$ cat config.mk
export PLATFORM = sky130hd
export DESIGN_NAME = alu_issue
export DESIGN_NICKNAME = d
export VERILOG_FILES = /design/src/rtl/alu_pkg.sv /design/src/rtl/alu_decode.sv /design/src/rtl/alu_issue.sv
export SDC_FILE = /design/constraint.sdc
export NUM_CORES = 1
export LEC_CHECK = 0
export CAP_MARGIN = 20
export CORE_MARGIN = 2
export CORE_UTILIZATION = 40
export CTS_CLUSTER_DIAMETER = 40
export DETAILED_ROUTE_END_ITERATION = 10
export DONT_BUFFER_PORTS = 1
export REMOVE_ABC_BUFFERS = 1
export SLEW_MARGIN = 15
export SYNTH_ARGS = -nofsm -noshare
export SYNTH_HDL_FRONTEND = slang
export SYNTH_SLANG_ARGS = --single-unit
$ cat constraint.sdc
create_clock -name clk -period 2.1 [get_ports clk]
set_input_delay 0.42 -clock clk [delete_from_list [all_inputs] [get_ports clk]]
set_output_delay 0.42 -clock clk [all_outputs]
set_load 0.01 [all_outputs]
$ cat src/rtl/alu_pkg.sv
// Shared definitions for the ALU issue slice: ALU operation codes, the RV32I
// opcodes and funct7 values this stage decodes, and the registered issue payload.
package alu_pkg;

    localparam int XLEN = 32;

    // ALU operation encoding understood by the downstream ALU
    localparam logic [3:0] ALU_ADD  = 4'd0;
    localparam logic [3:0] ALU_SUB  = 4'd1;
    localparam logic [3:0] ALU_AND  = 4'd2;
    localparam logic [3:0] ALU_OR   = 4'd3;
    localparam logic [3:0] ALU_XOR  = 4'd4;
    localparam logic [3:0] ALU_SLL  = 4'd5;
    localparam logic [3:0] ALU_SRL  = 4'd6;
    localparam logic [3:0] ALU_SRA  = 4'd7;
    localparam logic [3:0] ALU_SLT  = 4'd8;
    localparam logic [3:0] ALU_SLTU = 4'd9;

    // Major opcodes handled here; everything else is reported as illegal
    localparam logic [6:0] OPC_OP     = 7'b0110011;
    localparam logic [6:0] OPC_OP_IMM = 7'b0010011;
    localparam logic [6:0] OPC_LUI    = 7'b0110111;
    localparam logic [6:0] OPC_AUIPC  = 7'b0010111;

    // funct7 values: plain form and the SUB/SRA alternate form
    localparam logic [6:0] F7_BASE = 7'b0000000;
    localparam logic [6:0] F7_ALT  = 7'b0100000;

    // Everything the ALU/writeback side needs for one instruction
    typedef struct packed {
        logic [XLEN-1:0] operand1;
        logic [XLEN-1:0] operand2;
        logic [3:0]      operation;
        logic [4:0]      rd;
        logic            we;
        logic            illegal;
    } issue_t;

endpackage

$ cat src/rtl/alu_decode.sv
// Purely combinational decoder: instruction word plus rs1/rs2/pc become the
// issue payload (ALU op, both operands, rd, write enable, illegal flag).
module alu_decode
    import alu_pkg::*;
(
    input  logic [XLEN-1:0] inst,
    input  logic [XLEN-1:0] rs1,
    input  logic [XLEN-1:0] rs2,
    input  logic [XLEN-1:0] pc,
    output issue_t          payload
);

    logic [6:0] opcode;
    logic [2:0] funct3;
    logic [6:0] funct7;
    logic [4:0] rd;

    assign opcode = inst[6:0];
    assign funct3 = inst[14:12];
    assign funct7 = inst[31:25];
    assign rd     = inst[11:7];

    // Source register indices are resolved upstream; only their values arrive here.
    logic unused_rs1_index;
    assign unused_rs1_index = &{1'b0, inst[19:15]};

    // Field-based decode; an undecodable word collapses to ADD 0,0 with illegal set
    always_comb begin
        // NOTE: every output of this block gets a default first, so no path can
        // leave one unassigned and infer a latch.
        payload           = '0;
        payload.operation = ALU_ADD;
        payload.illegal   = 1'b1;

        unique case (opcode)
            OPC_OP: begin
                payload.operand1 = rs1;
                payload.operand2 = rs2;
                if (funct7 == F7_BASE) begin
                    payload.illegal = 1'b0;
                    unique case (funct3)
                        3'b000: payload.operation = ALU_ADD;
                        3'b001: payload.operation = ALU_SLL;
                        3'b010: payload.operation = ALU_SLT;
                        3'b011: payload.operation = ALU_SLTU;
                        3'b100: payload.operation = ALU_XOR;
                        3'b101: payload.operation = ALU_SRL;
                        3'b110: payload.operation = ALU_OR;
                        3'b111: payload.operation = ALU_AND;
                    endcase
                end else if (funct7 == F7_ALT && funct3 == 3'b000) begin
                    payload.illegal   = 1'b0;
                    payload.operation = ALU_SUB;
                end else if (funct7 == F7_ALT && funct3 == 3'b101) begin
                    payload.illegal   = 1'b0;
                    payload.operation = ALU_SRA;
                end
            end

            OPC_OP_IMM: begin
                payload.operand1 = rs1;
                payload.operand2 = {{20{inst[31]}}, inst[31:20]};
                payload.illegal  = 1'b0;
                unique case (funct3)
                    // ADDI ignores inst[30]: there is no SUBI
                    3'b000: payload.operation = ALU_ADD;
                    3'b010: payload.operation = ALU_SLT;
                    3'b011: payload.operation = ALU_SLTU;
                    3'b100: payload.operation = ALU_XOR;
                    3'b110: payload.operation = ALU_OR;
                    3'b111: payload.operation = ALU_AND;
                    3'b001: begin
                        payload.operand2  = {27'b0, inst[24:20]};
                        payload.operation = ALU_SLL;
                        payload.illegal   = (funct7 != F7_BASE);
                    end
                    3'b101: begin
                        payload.operand2  = {27'b0, inst[24:20]};
                        payload.operation = (funct7 == F7_ALT) ? ALU_SRA : ALU_SRL;
                        payload.illegal   = (funct7 != F7_BASE) && (funct7 != F7_ALT);
                    end
                endcase
            end

            OPC_LUI: begin
                payload.operand2 = {inst[31:12], 12'b0};
                payload.illegal  = 1'b0;
            end

            OPC_AUIPC: begin
                payload.operand1 = pc;
                payload.operand2 = {inst[31:12], 12'b0};
                payload.illegal  = 1'b0;
            end

            default: ;
        endcase

        // Illegal words carry no operands so nothing stale leaks downstream
        if (payload.illegal) begin
            payload.operand1  = '0;
            payload.operand2  = '0;
            payload.operation = ALU_ADD;
        end

        payload.rd = rd;
        payload.we = !payload.illegal && (rd != 5'd0);
    end

endmodule

$ cat src/rtl/alu_issue.sv
// Issue register between decode and the RV32I ALU, behind valid/ready on both sides.
// Optional feature macro ALU_ISSUE_SKID_EN: adds a second (skid) entry so in_ready
// comes straight from a flop instead of combinationally from out_ready.
module alu_issue
    import alu_pkg::*;
#(
    parameter int          XLEN     = 32,
    parameter logic [31:0] RESET_PC = 32'h0
) (
    input  logic            clk,
    input  logic            rst_n,
    input  logic            in_valid,
    output logic            in_ready,
    input  logic [XLEN-1:0] in_inst,
    input  logic [XLEN-1:0] in_rs1,
    input  logic [XLEN-1:0] in_rs2,
    input  logic [XLEN-1:0] in_pc,
    output logic            out_valid,
    input  logic            out_ready,
    output logic [XLEN-1:0] out_operand1,
    output logic [XLEN-1:0] out_operand2,
    output logic [3:0]      out_operation,
    output logic [4:0]      out_rd,
    output logic            out_we,
    output logic            out_illegal
);

    // Only a 32-bit, word-aligned configuration makes sense for this stage
    if (XLEN != 32 || RESET_PC[1:0] != 2'b00) begin : g_param_check
        $error("alu_issue: XLEN must be 32 and RESET_PC word aligned");
    end

    issue_t dec;
    issue_t out_q;
    logic   out_valid_q;

    alu_decode u_decode (
        .inst    (in_inst),
        .rs1     (in_rs1),
        .rs2     (in_rs2),
        .pc      (in_pc),
        .payload (dec)
    );

`ifdef ALU_ISSUE_SKID_EN

    issue_t skid_q;
    logic   skid_valid_q;

    // Accept whenever the skid entry is free; purely a flop output
    assign in_ready = !skid_valid_q;

    // Valid bits and output register: skid drains first, stalled arrivals park in skid
    always_ff @(posedge clk or negedge rst_n) begin
        if (!rst_n) begin
            out_valid_q  <= 1'b0;
            out_q        <= '0;
            skid_valid_q <= 1'b0;
        end else if (skid_valid_q) begin
            if (out_ready) begin
                out_q        <= skid_q;
                skid_valid_q <= 1'b0;
            end
        end else if (!out_valid_q || out_ready) begin
            out_valid_q <= in_valid;
            if (in_valid) begin
                out_q <= dec;
            end
        end else if (in_valid) begin
            skid_valid_q <= 1'b1;
        end
    end

    // Skid payload capture; its contents only matter while skid_valid_q is set
    always_ff @(posedge clk) begin
        // NOTE: the skid data is never observed without its valid bit, so it is
        // left out of reset; only state that reaches the ports is reset.
        if (!skid_valid_q && out_valid_q && !out_ready && in_valid) begin
            skid_q <= dec;
        end
    end

`else

    // Single entry: accept when empty or when the held op leaves this cycle
    assign in_ready = !out_valid_q || out_ready;

    // Issue register: load on input transfer, clear valid when drained with nothing new
    always_ff @(posedge clk or negedge rst_n) begin
        // NOTE: state updates use non-blocking assignments so every flop samples
        // pre-edge values regardless of statement order.
        if (!rst_n) begin
            out_valid_q <= 1'b0;
            out_q       <= '0;
        end else if (in_ready) begin
            out_valid_q <= in_valid;
            if (in_valid) begin
                out_q <= dec;
            end
        end
    end

`endif

    assign out_valid     = out_valid_q;
    assign out_operand1  = out_q.operand1;
    assign out_operand2  = out_q.operand2;
    assign out_operation = out_q.operation;
    assign out_rd        = out_q.rd;
    assign out_we        = out_q.we;
    assign out_illegal   = out_q.illegal;

endmodule
==> results.py <==
metrics = {
    "detailed_routing": {
        "drt-met1-wl_mm": 4.440,
        "drt_wl_total_mm": 10.67,
        "drc_errors": 0,
        "vias": 3144,
        "wl_met3_um": 723,
        "vias_per_cell": 6.105,
        "top_layer_used": "met4",
        "ant_nets": 0,
        "drtIter0Drc": 128,
        "wl_per_cell_um": 20.72,
        "dr_wl_met2_mm": 5.349,
        "first_pass_iters": 4,
    },
    "placement": {
        "hpwlAfterDp_mm": 7.539,
        "port_buffers": 0,
        "gp_congestion": 0.7740,
        "numPlacedInstances": 500,
    },
    "pwr": {
        "p_leak_uw": 0.001760,
        "clkPwrFrac_pct": 43.7,
        "p_seq_share_pct": 47.5,
        "p_int_uw": 2633,
        "power_frac_comb_pct": 8.8,
        "powerDensity_nw_per_um2": 828.2,
        "vdd_drop_max_uv": 343.4,
        "p_sw_uw": 827.3,
        "p_sw_share_pct": 23.91,
    },
    "status": {
        "violations": "hold timing",
        "status": "finished with violations",
    },
    "logic_synthesis": {
        "ys_seq_area_share_pct": 50.26,
        "synth-seq-cells": 76,
        "synthCells": 412,
        "yosys.area.top_type": "dfrtp_1",
        "synth_top_cell_area_share_pct": 50.26,
        "ys_types": 36,
        "synth.area.top_cells": "dfrtp_1 50%, nand2_1 7.6%, a221oi_1 7.4%",
        "avgSynthCellArea_um2": 9.184,
        "yosysWarnings": 0,
        "synth.cell_area_um2": 3784,
    },
    "cts": {
        "clk_latency_ps": 350,
        "root_buffer": "clkbuf_8",
        "post_cts_buffers": 0,
        "post_cts_resized": 0,
        "clk_pin_slew_ps": 90,
        "clockBufferDepth": 2,
        "cts_max_level": 3,
        "numCtsBuffers": 9,
        "clock-sinks": 76,
        "cts_tree": "built",
    },
    "timing": {
        "holdWs_ps": -244.6,
        "max_freq_mhz": 577.5,
        "slew_headroom_pct": 66.78,
        "tightestPinTransition_ps": 494.6,
        "final_hold_viol_count": 76,
        "final.setup.tns_ps": 0,
        "maxSlewViolCount": 0,
        "finalSetupViolCount": 0,
        "rsz0062_at_grt": "no",
        "fin_crit_sh_pct": 82.46,
        "period_needed_ps": 1732,
        "fin_skew_ps": 10.31,
    },
    "floorplanning": {
        "core_um2": 9196,
        "die_h_um": 101.3,
        "dieArea_um2": 10250,
        "num_rows": 35,
        "num_io_pins": 209,
        "die_w_um": 101.3,
        "initial_core_util_pct": 41.14,
    },
    "setup_path": {
        "critPathLaunchType": "register",
        "worstPathArrival_ps": 1980,
        "critPathKind": "reg2reg",
        "critPathMaxFanout": 16,
        "cp.required_ps": 2340,
        "end_kind": "register",
        "rrSetupSlack_ps": 370,
    },
    "layout": {
        "post-route-util_pct": 45.43,
        "n_antenna_cell": 0,
        "final_cell_mix": "76 x nand2_1, 76 x dfrtp_1, 35 x nor2_1",
        "final_nets": 532,
        "syn2layout_area_growth_pct": 10.42,
        "layout.cells.non_filler": 515,
        "drive_above_1_share_pct": 11.14,
    },
    "run": {
        "drv_cap": 0,
    },
    "global_route": {
        "grt_pass1_vias": 3017,
        "overflow": 0,
        "grt_pass1_wl_mm": 16.26,
        "grt_max_degree": 77,
        "antenna_found_initial": 0,
        "grt_use_total_pct": 20.19,
    },
    "min_path": {
        "min_path_type": "in2async",
    },
}
[area by class of cell]
| type | instances | area, um^2 |
|---|---|---|
| Clock buffer | 11 | 151.4 |
| Tap cell | 111 | 138.9 |
| Multi-Input combinational cell | 297 | 1715 |
| Sequential cell | 76 | 1902 |
| Clock inverter | 4 | 120.1 |
| Inverter | 2 | 7.507 |
| Fill cell | 892 | 5019 |
| Timing Repair Buffer | 14 | 142.6 |
[layer usage]
metal	global-route usage (%)	vias to the layer above
met5	0	-
li1	-	1458
met4	7.069	0
met2	33.01	110
met1	25.92	1565
met3	5.383	11
[worst paths after layout]
kind / depth (start not counted) / from / to
hold reg to reg: 2 / out_rd[1]$_DFFE_PN0P_ / out_rd[1]$_DFFE_PN0P_
max in group asynchronous: 0 / rst_n / out_operand1[19]$_DFFE_PN0P_
hold / removal: 0 / rst_n / out_operand2[8]$_DFFE_PN0P_
min in group clk: 2 / in_inst[9] / out_rd[2]$_DFFE_PN0P_
setup reg to reg: 5 / out_valid$_DFFE_PN0N_ / out_operand2[10]$_DFFE_PN0P_
setup / recovery: 5 / out_valid$_DFFE_PN0N_ / out_operand2[10]$_DFFE_PN0P_
[synthesized netlist by cell type (all sizes together)]
| cell type | instances |
|---|---|
| nor2 | 35 |
| a32oi | 1 |
| nor4b | 1 |
| inv | 2 |
| nor3b | 2 |
| and3 | 1 |
| dfrtp | 76 |
| nor4 | 2 |
| buf | 15 |
| o211ai | 1 |
| o221ai | 1 |
| a31oi | 19 |
| nand3b | 1 |
| or4 | 1 |
| nand3 | 19 |
| nor3 | 32 |
| nand4 | 1 |
| a22oi | 7 |
| and2 | 2 |
| a311oi | 1 |
| mux2i | 5 |
| nand2b | 6 |
| o21ai | 21 |
| clkbuf | 22 |
| a21oi | 7 |
| a21o | 20 |
| a221oi | 32 |
| nand2 | 78 |
| o21a | 1 |
[flip-flops by register name, summed over array words and instances (netlist names)]
| name | cells |
|---|---|
| out_illegal | 1 |
| out_operand1 | 32 |
| out_operand2 | 32 |
| out_operation | 4 |
| out_rd | 5 |
| out_valid | 1 |
| out_we | 1 |
[critical path: stages, from the launching register on]
cell and delay [ps]:
dfrtp_1 420, nand2b_1 160, and2_2 230, buf_4 180, nand4_2 340, o21ai_0 310
[power groups by stage]
stage	Combinational, uW	Sequential, uW	Clock, uW
2_1_floorplan	228	1650	0
3_3_place_gp	299	1670	0
3_5_place_dp	307	1680	0
4_1_cts	308	1650	1540
5_1_grt	344	1650	1610
6_report	303	1640	1510
[kinds of logic after synthesis]
| group | synth area share, % |
|---|---|
| AO/OA/AOI/OAI | 21.26 |
| buffers and inverters | 4.497 |
| flip-flops | 50.26 |
| multiplexers | 1.323 |
| AND/OR/NAND/NOR | 22.65 |
[per-stage QoR]
| step | hold slack (ps) | area, um^2 | setup slack, ps | total power [uW] |
|---|---|---|---|---|
| 2_1_floorplan | 124.4 | 3621 | -1478 | 1882 |
| 3_5_place_dp | 125.4 | 3906 | 145.8 | 1983 |
| 4_1_cts | -254.0 | 4178 | 324.8 | 3495 |
| 6_report | -244.6 | 4178 | 368.3 | 3460 |
| 3_3_place_gp | 125.7 | 3906 | 185.7 | 1973 |
| 5_1_grt | -267.3 | 4178 | 157.7 | 3608 |
Note: power is estimated with default switching activity, not from simulation.
